==> config.mk <==
export PLATFORM = sky130hd
export DESIGN_NAME = nes_timing_gen_flat
export DESIGN_NICKNAME = d
export VERILOG_FILES = /design/src/rtl/nes_timing_pkg.sv /design/src/rtl/nes_timing_gen_if.sv /design/src/rtl/nes_mod_counter.sv /design/src/rtl/nes_timing_gen.sv /design/src/flat_wrapper.sv
export SDC_FILE = /design/constraint.sdc
export NUM_CORES = 1
export LEC_CHECK = 0
export CAP_MARGIN = 20
export CORE_ASPECT_RATIO = 0.7
export CORE_MARGIN = 8
export CORE_UTILIZATION = 35
export CTS_BUF_LIST = sky130_fd_sc_hd__clkbuf_8
export CTS_CLUSTER_SIZE = 16
export DETAILED_ROUTE_END_ITERATION = 10
export PLACE_DENSITY = 0.64
export SKIP_LAST_GASP = 1
export SLEW_MARGIN = 20
export SYNTH_ARGS = -nofsm -noshare
export SYNTH_HDL_FRONTEND = slang
export SYNTH_SLANG_ARGS = --single-unit
==> constraint.sdc <==
create_clock -name clk -period 3.6 [get_ports clk]
set_input_delay 0.36 -clock clk [delete_from_list [all_inputs] [get_ports clk]]
set_output_delay 0.36 -clock clk [all_outputs]
set_load 0.02 [all_outputs]
==> src/rtl/nes_timing_pkg.sv <==
// nes_timing_pkg: divider constants (NTSC by default, PAL when NES_PAL_TIMING_EN is defined) and FSM states
package nes_timing_pkg;
`ifdef NES_PAL_TIMING_EN
    localparam int PPU_DIV = 5;
    localparam int CPU_DIV = 16;
    localparam int M2_RISE = 6;
`else
    localparam int PPU_DIV = 4;
    localparam int CPU_DIV = 12;
    localparam int M2_RISE = 5;
`endif
    localparam int PPU_W = $clog2(PPU_DIV);
    localparam int CPU_W = $clog2(CPU_DIV);
    typedef enum logic [1:0] {RUN, DRAIN, PAUSED, STEP} state_t;
endpackage

==> src/rtl/nes_timing_gen_if.sv <==
// nes_timing_gen_if: run/step controls and timing outputs of nes_timing_gen
interface nes_timing_gen_if #(
    parameter int CYC_W = 16
);
    logic             run, step, ppu_ce, cpu_ce, m2, cpu_odd, paused;
    logic [CYC_W-1:0] cpu_cycles;
    modport master (input run, step, output ppu_ce, cpu_ce, m2, cpu_odd, cpu_cycles, paused);
    modport slave  (output run, step, input ppu_ce, cpu_ce, m2, cpu_odd, cpu_cycles, paused);
endinterface

==> src/rtl/nes_mod_counter.sv <==
// nes_mod_counter: modulo-N counter that advances only when enabled, with terminal-count decode
module nes_mod_counter #(
    parameter int N = 4,
    parameter int W = $clog2(N)
) (
    input  logic         clk,
    input  logic         reset,
    input  logic         adv,
    output logic [W-1:0] count,
    output logic         tc
);
    // terminal count is decoded from the registered value
    always_comb tc = count == W'(N - 1);
    // wrap to zero after the terminal count, hold when not advancing
    always_ff @(posedge clk) count <= reset ? '0 : adv ? (tc ? '0 : count + W'(1)) : count;
endmodule

==> src/rtl/nes_timing_gen.sv <==
// nes_timing_gen: NES master-clock divider (PPU/CPU enables, M2, cycle count) with pause/step on aligned groups; NES_PAL_TIMING_EN selects PAL dividers
module nes_timing_gen
    import nes_timing_pkg::*;
#(
    parameter int CYC_W = 16
) (
    input logic              clk,
    input logic              reset,
    nes_timing_gen_if.master bus
);
    state_t           state, nstate;
    logic             adv, ppu_tc, cpu_tc, cpu_ce, boundary, m2, cpu_odd;
    logic [PPU_W-1:0] ppu_div;
    logic [CPU_W-1:0] cpu_div;
    logic [CYC_W-1:0] cycles;

    nes_mod_counter #(.N(PPU_DIV)) u_ppu (
        .clk(clk), .reset(reset), .adv(adv), .count(ppu_div), .tc(ppu_tc)
    );

    nes_mod_counter #(.N(CPU_DIV)) u_cpu (
        .clk(clk), .reset(reset), .adv(adv), .count(cpu_div), .tc(cpu_tc)
    );

    // next state and decoded outputs; a pause can only start on a group boundary so both dividers sit at 0 while paused
    always_comb begin
        nstate       = state;
        adv          = state != PAUSED;
        boundary     = ppu_tc && cpu_tc;
        cpu_ce       = cpu_tc && adv;
        case (state)
            RUN:     nstate = bus.run ? RUN : DRAIN;
            DRAIN:   nstate = bus.run ? RUN : boundary ? PAUSED : DRAIN;
            PAUSED:  nstate = bus.run ? RUN : bus.step ? STEP : PAUSED;
            STEP:    nstate = boundary ? (bus.run ? RUN : PAUSED) : STEP;
            default: nstate = RUN;
        endcase
        bus.ppu_ce     = ppu_tc && adv;
        bus.cpu_ce     = cpu_ce;
        bus.m2         = m2;
        bus.cpu_odd    = cpu_odd;
        bus.cpu_cycles = cycles;
        bus.paused     = state == PAUSED;
    end

    // state, M2 (registered from the next cpu_div so it tracks the count with no lag) and CPU cycle bookkeeping
    always_ff @(posedge clk) begin
        if (reset) begin
            state   <= RUN;
            m2      <= 1'b0;
            cpu_odd <= 1'b0;
            cycles  <= '0;
        end else begin
            state   <= nstate;
            m2      <= adv ? (!cpu_tc && cpu_div >= CPU_W'(M2_RISE - 1)) : m2;
            cpu_odd <= cpu_odd ^ cpu_ce;
            cycles  <= cpu_ce ? cycles + CYC_W'(1) : cycles;
        end
    end
endmodule
==> src/flat_wrapper.sv <==
// flat-port wrapper written by rule: the top's interface ports become plain ports
module nes_timing_gen_flat import nes_timing_pkg::*;
#(
    parameter int CYC_W = 16
)
  (clk, reset, bus_run, bus_step, bus_ppu_ce, bus_cpu_ce, bus_m2, bus_cpu_odd, bus_cpu_cycles, bus_paused);
  nes_timing_gen_if #(.CYC_W(CYC_W)) bus_i ();
  input logic clk;
  input logic reset;
  input wire logic [$bits(bus_i.run)-1:0] bus_run;
  input wire logic [$bits(bus_i.step)-1:0] bus_step;
  output wire logic [$bits(bus_i.ppu_ce)-1:0] bus_ppu_ce;
  output wire logic [$bits(bus_i.cpu_ce)-1:0] bus_cpu_ce;
  output wire logic [$bits(bus_i.m2)-1:0] bus_m2;
  output wire logic [$bits(bus_i.cpu_odd)-1:0] bus_cpu_odd;
  output wire logic [$bits(bus_i.cpu_cycles)-1:0] bus_cpu_cycles;
  output wire logic [$bits(bus_i.paused)-1:0] bus_paused;
  assign bus_i.run = bus_run;
  assign bus_i.step = bus_step;
  assign bus_ppu_ce = bus_i.ppu_ce;
  assign bus_cpu_ce = bus_i.cpu_ce;
  assign bus_m2 = bus_i.m2;
  assign bus_cpu_odd = bus_i.cpu_odd;
  assign bus_cpu_cycles = bus_i.cpu_cycles;
  assign bus_paused = bus_i.paused;
  nes_timing_gen #(.CYC_W(CYC_W)) u_core (.clk(clk), .reset(reset), .bus(bus_i));
endmodule
==> results of run 1 <==
[worst paths after layout]
check,start,to,slack [ps]
min reg2reg,u_core.u_ppu.count[1]$_SDFFE_PP0N_,u_core.u_ppu.count[1]$_SDFFE_PP0N_,460
min,u_core.u_ppu.count[1]$_SDFFE_PP0N_,u_core.u_ppu.count[1]$_SDFFE_PP0N_,460
max,u_core.u_cpu.count[0]$_SDFFE_PP0N_,bus_cpu_ce,1060
max reg2reg,u_core.u_cpu.count[0]$_SDFFE_PP0N_,u_core.bus.cpu_cycles[12]$_SDFFE_PP0P_,1330
[cell type report]
class                           count  area (µm²)
Clock buffer                        4        55.1
Fill cell                         313        1700
Inverter                            6        22.5
Multi-Input combinational cell    105         614
Sequential cell                    26         520
Tap cell                           47        58.8
Timing Repair Buffer               24         240
[power by group through the flow]
stage                     sequential (mW)  clock (mW)  combinational [mW]
after floorplan                     0.306           0              0.0197
after global placement              0.306           0              0.0279
after detailed placement            0.307           0              0.0298
after CTS                           0.300       0.193              0.0300
after global routing                0.301       0.204              0.0341
final                               0.300       0.188              0.0294
[placed cells by master (no fill, tap or decap)]
| cell | instances |
|---|---|
| mux2i_1 | 1 |
| and4_1 | 2 |
| nand2_1 | 13 |
| o31ai_1 | 4 |
| clkdlybuf4s50_1 | 24 |
| nor2_1 | 11 |
| or3_4 | 1 |
| nor4_1 | 2 |
| nand2b_1 | 2 |
| xor2_1 | 1 |
| and3b_1 | 1 |
| o21ai_0 | 10 |
| nand3_1 | 4 |
| inv_2 | 1 |
| clkbuf_8 | 4 |
| a311oi_1 | 1 |
| dfxtp_1 | 26 |
| or3_1 | 8 |
| inv_1 | 5 |
| and2_1 | 2 |
| o22ai_1 | 1 |
| nand4_1 | 5 |
| xnor2_1 | 5 |
| nor3_1 | 3 |
| a21oi_1 | 20 |
| a21boi_0 | 1 |
| ha_1 | 3 |
| or4_1 | 4 |
[through the flow]
| stage | utilization, % | worst slack (ps) | hold slack (ps) |
|---|---|---|---|
| floorplan | - | 1700 | 436 |
| global placement | 45.3 | 1440 | 443 |
| detailed placement | 45.3 | 1360 | 454 |
| CTS | 47.1 | 1030 | 466 |
| global route | 47.1 | 884 | 502 |
| finish | 47.1 | 1060 | 461 |
[registers in the layout, summed over array words and instances (netlist names)]
| register | cells |
|---|---|
| u_core.state | 2 |
| u_core.bus.m2 | 1 |
| u_core.bus.cpu_odd | 1 |
| u_core.bus.cpu_cycles | 16 |
| u_core.u_cpu.count | 4 |
| u_core.u_ppu.count | 2 |
[tightest hold or removal path, cell delays in order, from the launching register on]
cell,delay [ps]
dfxtp_1,320
nand2_1,50
a21oi_1,50
[layer usage]
| metal | global-route usage (%) | routed length, µm |
|---|---|---|
| met5 | 0 | 0 |
| met1 | 13.6 | 1430 |
| met3 | 3.97 | 140 |
| met2 | 16.3 | 1150 |
| met4 | 2.61 | 28 |
[kinds of logic after synthesis]
kind of cell               count (synthesis)  share of synthesized area (%)
AOI/OAI and AO/OA                         37                           16.8
xor gates and xnor gates                   6                           4.36
adders and majority gates                  3                           3.11
buffers and inverters                     15                           5.91
DFF                                       26                           43.2
muxes                                      1                          0.830
and+or+nand+nor                           58                           25.8
[synth_stat cells]
library cell / number / area, µm²
or4_1: 4 / 30.0
nand3_1: 4 / 20.0
nand2b_1: 2 / 12.5
buf_6: 2 / 22.5
clkbuf_1: 6 / 22.5
inv_1: 5 / 18.8
inv_2: 1 / 3.75
xnor2_1: 5 / 43.8
nor3_1: 3 / 15.0
o31ai_1: 4 / 30.0
a311oi_1: 1 / 8.76
or3_1: 8 / 50.1
ha_1: 3 / 37.5
mux2i_1: 1 / 10.0
and4_1: 2 / 17.5
o22ai_1: 1 / 6.26
nand2_1: 13 / 48.8
o21ai_0: 10 / 50.1
and3b_1: 1 / 8.76
buf_1: 1 / 3.75
or3_4: 1 / 11.3
and2_1: 2 / 12.5
a21boi_0: 1 / 7.51
nor2_1: 11 / 41.3
dfxtp_1: 26 / 521
nor4_1: 2 / 12.5
nand4_1: 5 / 31.3
a21oi_1: 20 / 100
xor2_1: 1 / 8.76
==> results by group, run 1 <==
Outcome
  – Status: complete, no violations

Global routing
  – Gr ovfl total: 0
  – Global-route wire length before repair: 4.87 mm
  – GRT Resource Usage Total: 10.6%
  – Largest net degree at the start of global routing: 27
  – Initial antenna violation count: 0
  – Vias in the first global route: 1052

Die
  – FP Rows: 17
  – Die area: 5610 µm²
  – Initial cell density of the core: 37.6%
  – Die H: 65.1 µm
  – Die X: 86.2 µm
  – Core area: 3210 µm²
  – Io pins: 25

Clock network
  – Postcts setup bufs: 0
  – Worst-path clk slew: 90 ps
  – CTS tree: yes
  – H-tree depth: 1
  – Clk Latency, worst-skew pair: 270 ps
  – Clock root buffer: clkbuf_8
  – Post-CTS sizing: 0
  – Clk sinks: 26
  – Num CTS Buffers: 3
  – Hold-fix buffers, CTS: 0
  – CTS Buffer Depth: 2

STA
  – Final Skew: 4.95 ps
  – Setup violators final: 0
  – Slew Limit Fails: 0
  – Max Clk Rate: 393 MHz
  – Unrepaired setup endpoints after global routing: false
  – Rel. slew slack: 36.3%
  – Crit share post-route: 70.7%
  – Fin. Hold Viols: 0
  – Tightest Pin Transition: 952 ps
  – Final min period: 2540 ps
  – Final TNS setup: 0 ps

Synthesis
  – Yosys warnings: 0
  – Mapped Nets: 153
  – Synth unique cells: 29
  – Synth Instances: 146
  – Mean area per synthesized cell: 8.26 µm²
  – Register area share after synthesis: 43.2%
  – Seq cells post-synth: 26
  – Syn Std Cell Area: 1210 µm²

Final layout
  – Area Growth Syn to Fin: 25.3%
  – Share of layout cells above drive strength 1: 3.64%
  – Non-Filler Instances: 212
  – Final instance area: 1510 µm²
  – Final nets: 173
  – Diode count: 0

Worst setup path
  – Crit path depth: 4
  – CP Launch Type: flop
  – Crit path DAT: 2180 ps
  – Crit path buffers/inverters: 1
  – Worst Path Required: 3240 ps
  – Cell family with most CP delay: buffers and inverters
  – CP max FO: 7
  – Max incr delay on CP: 640 ps
  – Setup crit end kind: primary output
  – Critical-path cell list: ha_1, and3b_1, and2_1, clkdlybuf4s50_1
  – Crit Path Category: flop to primary output
  – Critical path's slowest cell: clkdlybuf4s50_1
  – R2R depth: 5

Place
  – DP HPWL: 1.99 mm
  – GPL Wtd Cong: 0.795
  – Port buffer count: 24
  – Post-place instance area: 1460 µm²
  – DP Cell Count: 208

Drt
  – Wire length per cell: 13.0 µm
  – Via Count: 1089
  – DRC: 0
  – WL final: 2.75 mm
  – DRT iter0 DRCs: 77
  – Via density: 5.14
  – DRT Pass-1 Iters: 4
  – Antenna Nets Post-Route: 0

Power
  – Power per Cell Area: 343 nW/µm²
  – Total leakage power: 0.490 nW
  – Sequential power share: 57.9%
  – Sw Share: 21.7%
  – P_sw: 112 µW
  – P_int: 406 µW
  – Combinational power share: 5.7%
  – Final Power: 518 µW
  – Max IR drop VDD: 0.000223 V
  – Clk pwr share: 36.4%

Hold path
  – Worst hold-check path type: flop to flop
  – Min-Delay Path Depth: 2

Flow run
  – Max Cap Viol: 0
(Power assumes the default switching activity.)
==> run 2, diff against run 1 <==
- clock period: 3.6 -> 2.51 ns (I/O delays scaled with it)
==> results by group, run 2 (synthesized netlist as in run 1, its figures left out) <==
STA
  – Final Skew: 5.97 ps (+1.02 ps)
  – Slew Limit Fails: 0 (unchanged)
  – Final TNS setup: 0 ps (unchanged)
  – Fin. Hold Viols: 0 (unchanged)
  – Tightest Pin Transition: 950 ps (-1.83 ps)
  – Max Clk Rate: 458 MHz
  – Rel. slew slack: 36.4% (+0.12 points)
  – Unrepaired setup endpoints after global routing: false
  – Final min period: 2180 ps
  – Setup violators final: 0 (unchanged)
  – Crit share post-route: 87.0%

Worst setup path
  – RR Startpoint: u_core.u_cpu.count[0]$_SDFFE_PP0N_
  – Crit Path Category: flop to flop
  – CP Launch Type: flop
  – Crit path DAT: 2370 ps (+190 ps)
  – Worst Path Required: 2690 ps (-550 ps)
  – CP max FO: 12 (+5)
  – Critical path startpoint: u_core.u_cpu.count[0]$_SDFFE_PP0N_
  – Setup crit end kind: flop

Global routing
  – Largest net degree at the start of global routing: 27 (unchanged)
  – Gr ovfl total: 0 (unchanged)
  – Vias in the first global route: 1025 (-2.6%)
  – Global-route wire length before repair: 4.80 mm (-1.6%)
  – Initial antenna violation count: 0 (unchanged)
  – GRT Resource Usage Total: 10.5% (-0.021 points)

Outcome
  – Status: complete, no violations

Die
  – Die area: 5610 µm² (unchanged)
  – Die H: 65.1 µm (unchanged)
  – FP Rows: 17 (unchanged)
  – Die X: 86.2 µm (unchanged)
  – Initial cell density of the core: 37.6% (unchanged)
  – Core area: 3210 µm² (unchanged)
  – Io pins: 25 (unchanged)

Clock network
  – Worst-path clk slew: 90 ps (about the same)
  – Clk Latency, worst-skew pair: 270 ps (about the same)
  – CTS tree: yes
  – Clk sinks: 26 (unchanged)
  – H-tree depth: 1 (unchanged)
  – Num CTS Buffers: 3 (unchanged)
  – CTS Buffer Depth: 2 (unchanged)
  – Hold-fix buffers, CTS: 0 (unchanged)
  – Clock root buffer: clkbuf_8

Final layout
  – Non-Filler Instances: 212 (unchanged)
  – Diode count: 0 (unchanged)
  – Share of layout cells above drive strength 1: 3.64% (unchanged)
  – Commonest non-fill, non-tap cell in the layout: dfxtp_1
  – Area Growth Syn to Fin: 25.5%
  – Most frequent cells in the layout: 26 x dfxtp_1, 23 x clkdlybuf4s50_1, 20 x a21oi_1
  – Final nets: 173 (unchanged)
  – Max FFs per register: 16 (unchanged)

Drt
  – DRT Pass-1 Iters: 4 (unchanged)
  – Via Count: 1100 (+1.0%)
  – WL final: 2.85 mm (+3.6%)
  – DRT iter0 DRCs: 109 (+42%)
  – Via density: 5.19 (+1.0%)
  – Antenna Nets Post-Route: 0 (unchanged)
  – DRC: 0 (unchanged)
  – Wire length per cell: 13.4 µm (+3.6%)

Power
  – Power per Cell Area: 488 nW/µm² (+42%)
  – Max IR drop VDD: 0.000263 V (+18%)
  – Final Power: 739 µW (+43%)
  – Total leakage power: 0.509 nW (+3.8%)

Place
  – DP HPWL: 2.08 mm (+4.5%)
  – Port buffer count: 24 (unchanged)
  – DP Cell Count: 208 (unchanged)
  – GPL Wtd Cong: 0.800 (+0.64%)

Hold path
  – Worst hold-check path type: flop to flop
  – Hold_sp: u_core.bus.cpu_cycles[15]$_SDFFE_PP0P_

Flow run
  – Max Cap Viol: 0 (unchanged)
==> run 2: cell count changes in the layout (fill, tap and decap cells not counted), sizes merged <==
cell           change
clkdlybuf4s50      -1
dlymetal6s2s       +1
==> run 2: where the power goes <==
group | total, mW | leakage, nW | switching [mW] | internal [mW]
Clock | 0.266 | 0.0288 | 0.126 | 0.140
Sequential | 0.431 | 0.211 | 0.00906 | 0.422
Combinational | 0.0423 | 0.269 | 0.0228 | 0.0196
Total | 0.739 | 0.509 | 0.158 | 0.582
==> run 2: worst max-delay path, stage by stage, from the launching register on <==
cell	delay, ps
dfxtp_1	400
ha_1	270
and3b_1	310
nand4_1	370
or4_1	580
a21oi_1	170
==> run 2: layout make-up <==
type / instances / area (µm²)
fillers: 312 / 1700
clock buffers: 4 / 55.1
flip-flops and latches: 26 / 520
inverters: 6 / 22.5
multi-input cells: 105 / 614
repair buffers: 24 / 243
well taps: 47 / 58.8
==> run 2: repair_timing <==
| action | in CTS | in global routing |
|---|---|---|
| buffers inserted | 0 | 0 |
| setup endpoints to repair | 0 | 1 |
| resized for setup | 0 | 1 |
==> run 2: final timing paths <==
check | end | slack (ps) | cells past startpoint
setup reg to reg | u_core.bus.cpu_cycles[14]$_SDFFE_PP0P_ | 330 | 5
hold reg to reg | u_core.bus.cpu_cycles[15]$_SDFFE_PP0P_ | 490 | 2
setup / recovery | u_core.bus.cpu_cycles[14]$_SDFFE_PP0P_ | 330 | 5
hold / removal | u_core.bus.cpu_cycles[15]$_SDFFE_PP0P_ | 490 | 2
==> run 2: layer usage <==
metal  up-vias  track usage (%)  wire length [µm]
li1        559                -                 -
met5         -                0                 0
met2        31             15.6              1240
met4         0             5.22                54
met1       505             13.3              1390
met3         5             3.72               165
==> run 2: stage by stage <==
stage | hold WS, ps | worst slack, ps | area [µm²] | util (%)
6_report | 486 | 327 | 1510 | 47.1
5_1_grt | 518 | 177 | 1510 | 47.1
4_1_cts | 490 | 43.6 | 1510 | 47.1
3_5_place_dp | 478 | 339 | 1460 | 45.3
3_3_place_gp | 443 | 440 | 1460 | 45.3
2_1_floorplan | 436 | 606 | 1210 | -
==> run 3, diff against run 2 <==
- CORE_UTILIZATION: 35 -> 52
- PLACE_DENSITY: 0.64 -> 0.87
==> results by group, run 3 (synthesized netlist as in run 1, its figures left out) <==
Drt
  – DRT iter0 DRCs: 103 (-5.5%)
  – Antenna Nets Post-Route: 0 (unchanged)
  – Wire length per cell: 14.9 µm (+11%)
  – Via density: 5.62 (+8.4%)
  – DRC: 0 (unchanged)
  – Via Count: 1102 (+0.18%)
  – WL final: 2.91 mm (+2.3%)
  – DRT Pass-1 Iters: 4 (unchanged)

Clock network
  – CTS Buffer Depth: 2 (unchanged)
  – Post-CTS sizing: 0 (unchanged)
  – CTS tree: yes
  – Worst-path clk slew: 80 ps (about the same)
  – Postcts setup bufs: 0 (unchanged)
  – Num CTS Buffers: 3 (unchanged)
  – Clock root buffer: clkbuf_8
  – Hold-fix buffers, CTS: 0 (unchanged)
  – Clk Latency, worst-skew pair: 260 ps (about the same)
  – Clk sinks: 26 (unchanged)
  – H-tree depth: 1 (unchanged)

STA
  – Final Skew: 2.01 ps (-3.96 ps)
  – Crit share post-route: 90.1% (+3.1 points)
  – Fin. Hold Viols: 0 (unchanged)
  – Rel. slew slack: 39.0% (+2.5 points)
  – Tightest Pin Transition: 913 ps (-37.7 ps)
  – Unrepaired setup endpoints after global routing: false
  – Post-route worst setup slack: 248 ps (-78.6 ps)
  – Setup violators final: 0 (unchanged)
  – Max Clk Rate: 442 MHz (-3.5%)
  – Slew Limit Fails: 0 (unchanged)
  – Final TNS setup: 0 ps (unchanged)
  – Hold_ws: 482 ps (-3.58 ps)
  – Final min period: 2260 ps (+78.6 ps)

Die
  – Die H: 56.3 µm (-14%)
  – Die area: 4140 µm² (-26%)
  – Die X: 73.6 µm (-15%)
  – Core area: 2170 µm² (-32%)
  – FP Rows: 14 (-3)
  – Io pins: 25 (unchanged)
  – Initial cell density of the core: 55.5% (+18 points)

Place
  – Port buffer count: 24 (unchanged)
  – DP HPWL: 2.12 mm (+2.2%)
  – DP Cell Count: 193 (-7.2%)
  – Place WS: 315 ps (-24.2 ps)
  – Post-place instance area: 1440 µm² (-1.3%)
  – GPL Wtd Cong: 0.807 (+0.93%)

Final layout
  – Final instance area: 1480 µm² (-2.1%)
  – Non-Filler Instances: 196 (-7.5%)
  – Max FFs per register: 16 (unchanged)
  – Diode count: 0 (unchanged)
  – Commonest non-fill, non-tap cell in the layout: dfxtp_1
  – Reg area: 520 µm² (unchanged)
  – Area Growth Syn to Fin: 22.8%
  – Final nets: 173 (unchanged)
  – Most frequent cells in the layout: 26 x dfxtp_1, 23 x clkdlybuf4s50_1, 20 x a21oi_1
  – Share of layout cells above drive strength 1: 3.05% (-0.59 points)
  – Multi-input gate area: 614 µm² (unchanged)
  – # fillers: 193 (-38%)

Hold path
  – Worst hold-check path type: flop to flop
  – Min-Delay Path Depth: 2 (unchanged)

Power
  – Power per Cell Area: 472 nW/µm² (-3.3%)
  – Max IR drop VDD: 0.000357 V (+36%)
  – Total leakage power: 0.501 nW (-1.4%)

Global routing
  – Initial antenna violation count: 0 (unchanged)
  – Largest net degree at the start of global routing: 27 (unchanged)
  – Vias in the first global route: 1074 (+4.8%)
  – Gr ovfl total: 0 (unchanged)
  – Global-route wire length before repair: 5.02 mm (+4.6%)
  – GRT Resource Usage Total: 14.9% (+4.4 points)

Worst setup path
  – FF-to-FF setup slack: 250 ps (-80 ps)
  – Worst Path Required: 2690 ps (about the same)
  – Critical path startpoint: u_core.u_cpu.count[0]$_SDFFE_PP0N_
  – Reg2reg end: u_core.bus.cpu_cycles[12]$_SDFFE_PP0P_
  – CP Launch Type: flop
  – Crit path DAT: 2440 ps (+70 ps)
  – Setup crit end kind: flop
  – Setup crit end: u_core.bus.cpu_cycles[12]$_SDFFE_PP0P_
  – Crit Path Category: flop to flop
  – RR Startpoint: u_core.u_cpu.count[0]$_SDFFE_PP0N_
  – CP max FO: 12 (unchanged)
  – R2R depth: 5 (unchanged)

Flow run
  – Max Cap Viol: 0 (unchanged)

Outcome
  – Status: complete, no violations
run 3: cell count changes in the layout (fill, tap and decap cells not counted), sizes merged:
cell | before | now
clkbuf | 4 | 3
run 3: critical path, cell delays in order, from the launching register on:
cell     delay (ps)
dfxtp_1         400
ha_1            270
and3b_1         330
nand4_1         390
or4_1           620
a21oi_1         160
run 3: stage by stage:
stage	util (%)	total power, mW
6_report	68.2	0.700
4_1_cts	68.1	0.705
3_5_place_dp	66.2	0.482
2_1_floorplan	-	0.467
3_3_place_gp	66.2	0.478
5_1_grt	68.2	0.730
run 3: worst min path at each step:
stage                                            start                            endpoint
floorplan           u_core.u_ppu.count[1]$_SDFFE_PP0N_  u_core.u_ppu.count[1]$_SDFFE_PP0N_
CTS                 u_core.u_ppu.count[1]$_SDFFE_PP0N_  u_core.u_ppu.count[1]$_SDFFE_PP0N_
detailed placement  u_core.u_ppu.count[1]$_SDFFE_PP0N_  u_core.u_ppu.count[1]$_SDFFE_PP0N_
global route        u_core.u_ppu.count[1]$_SDFFE_PP0N_  u_core.u_ppu.count[1]$_SDFFE_PP0N_
global placement    u_core.u_ppu.count[1]$_SDFFE_PP0N_  u_core.u_ppu.count[1]$_SDFFE_PP0N_
finish              u_core.u_ppu.count[1]$_SDFFE_PP0N_  u_core.u_ppu.count[1]$_SDFFE_PP0N_
run 3: report_power, final:
group / internal, mW / switching [mW]
Sequential: 0.422 / 0.00949
Clock: 0.107 / 0.119
Combinational: 0.0193 / 0.0224
run 3: metal layers:
metal | vias up | GRT usage, % | wire length (µm)
li1 | 557 | - | -
met3 | 0 | 7.26 | 244
met1 | 514 | 18.2 | 1290
met5 | - | 0 | 0
met2 | 31 | 23.2 | 1380
met4 | 0 | 2.55 | 0
run 3: cell type report:
cell class | instances | share of cell area [%]
Clock buffer | 3 | 2.79
Inverter | 6 | 1.52
Multi-Input combinational cell | 105 | 41.5
Sequential cell | 26 | 35.1
Tap cell | 32 | 2.70
Timing Repair Buffer | 24 | 16.4
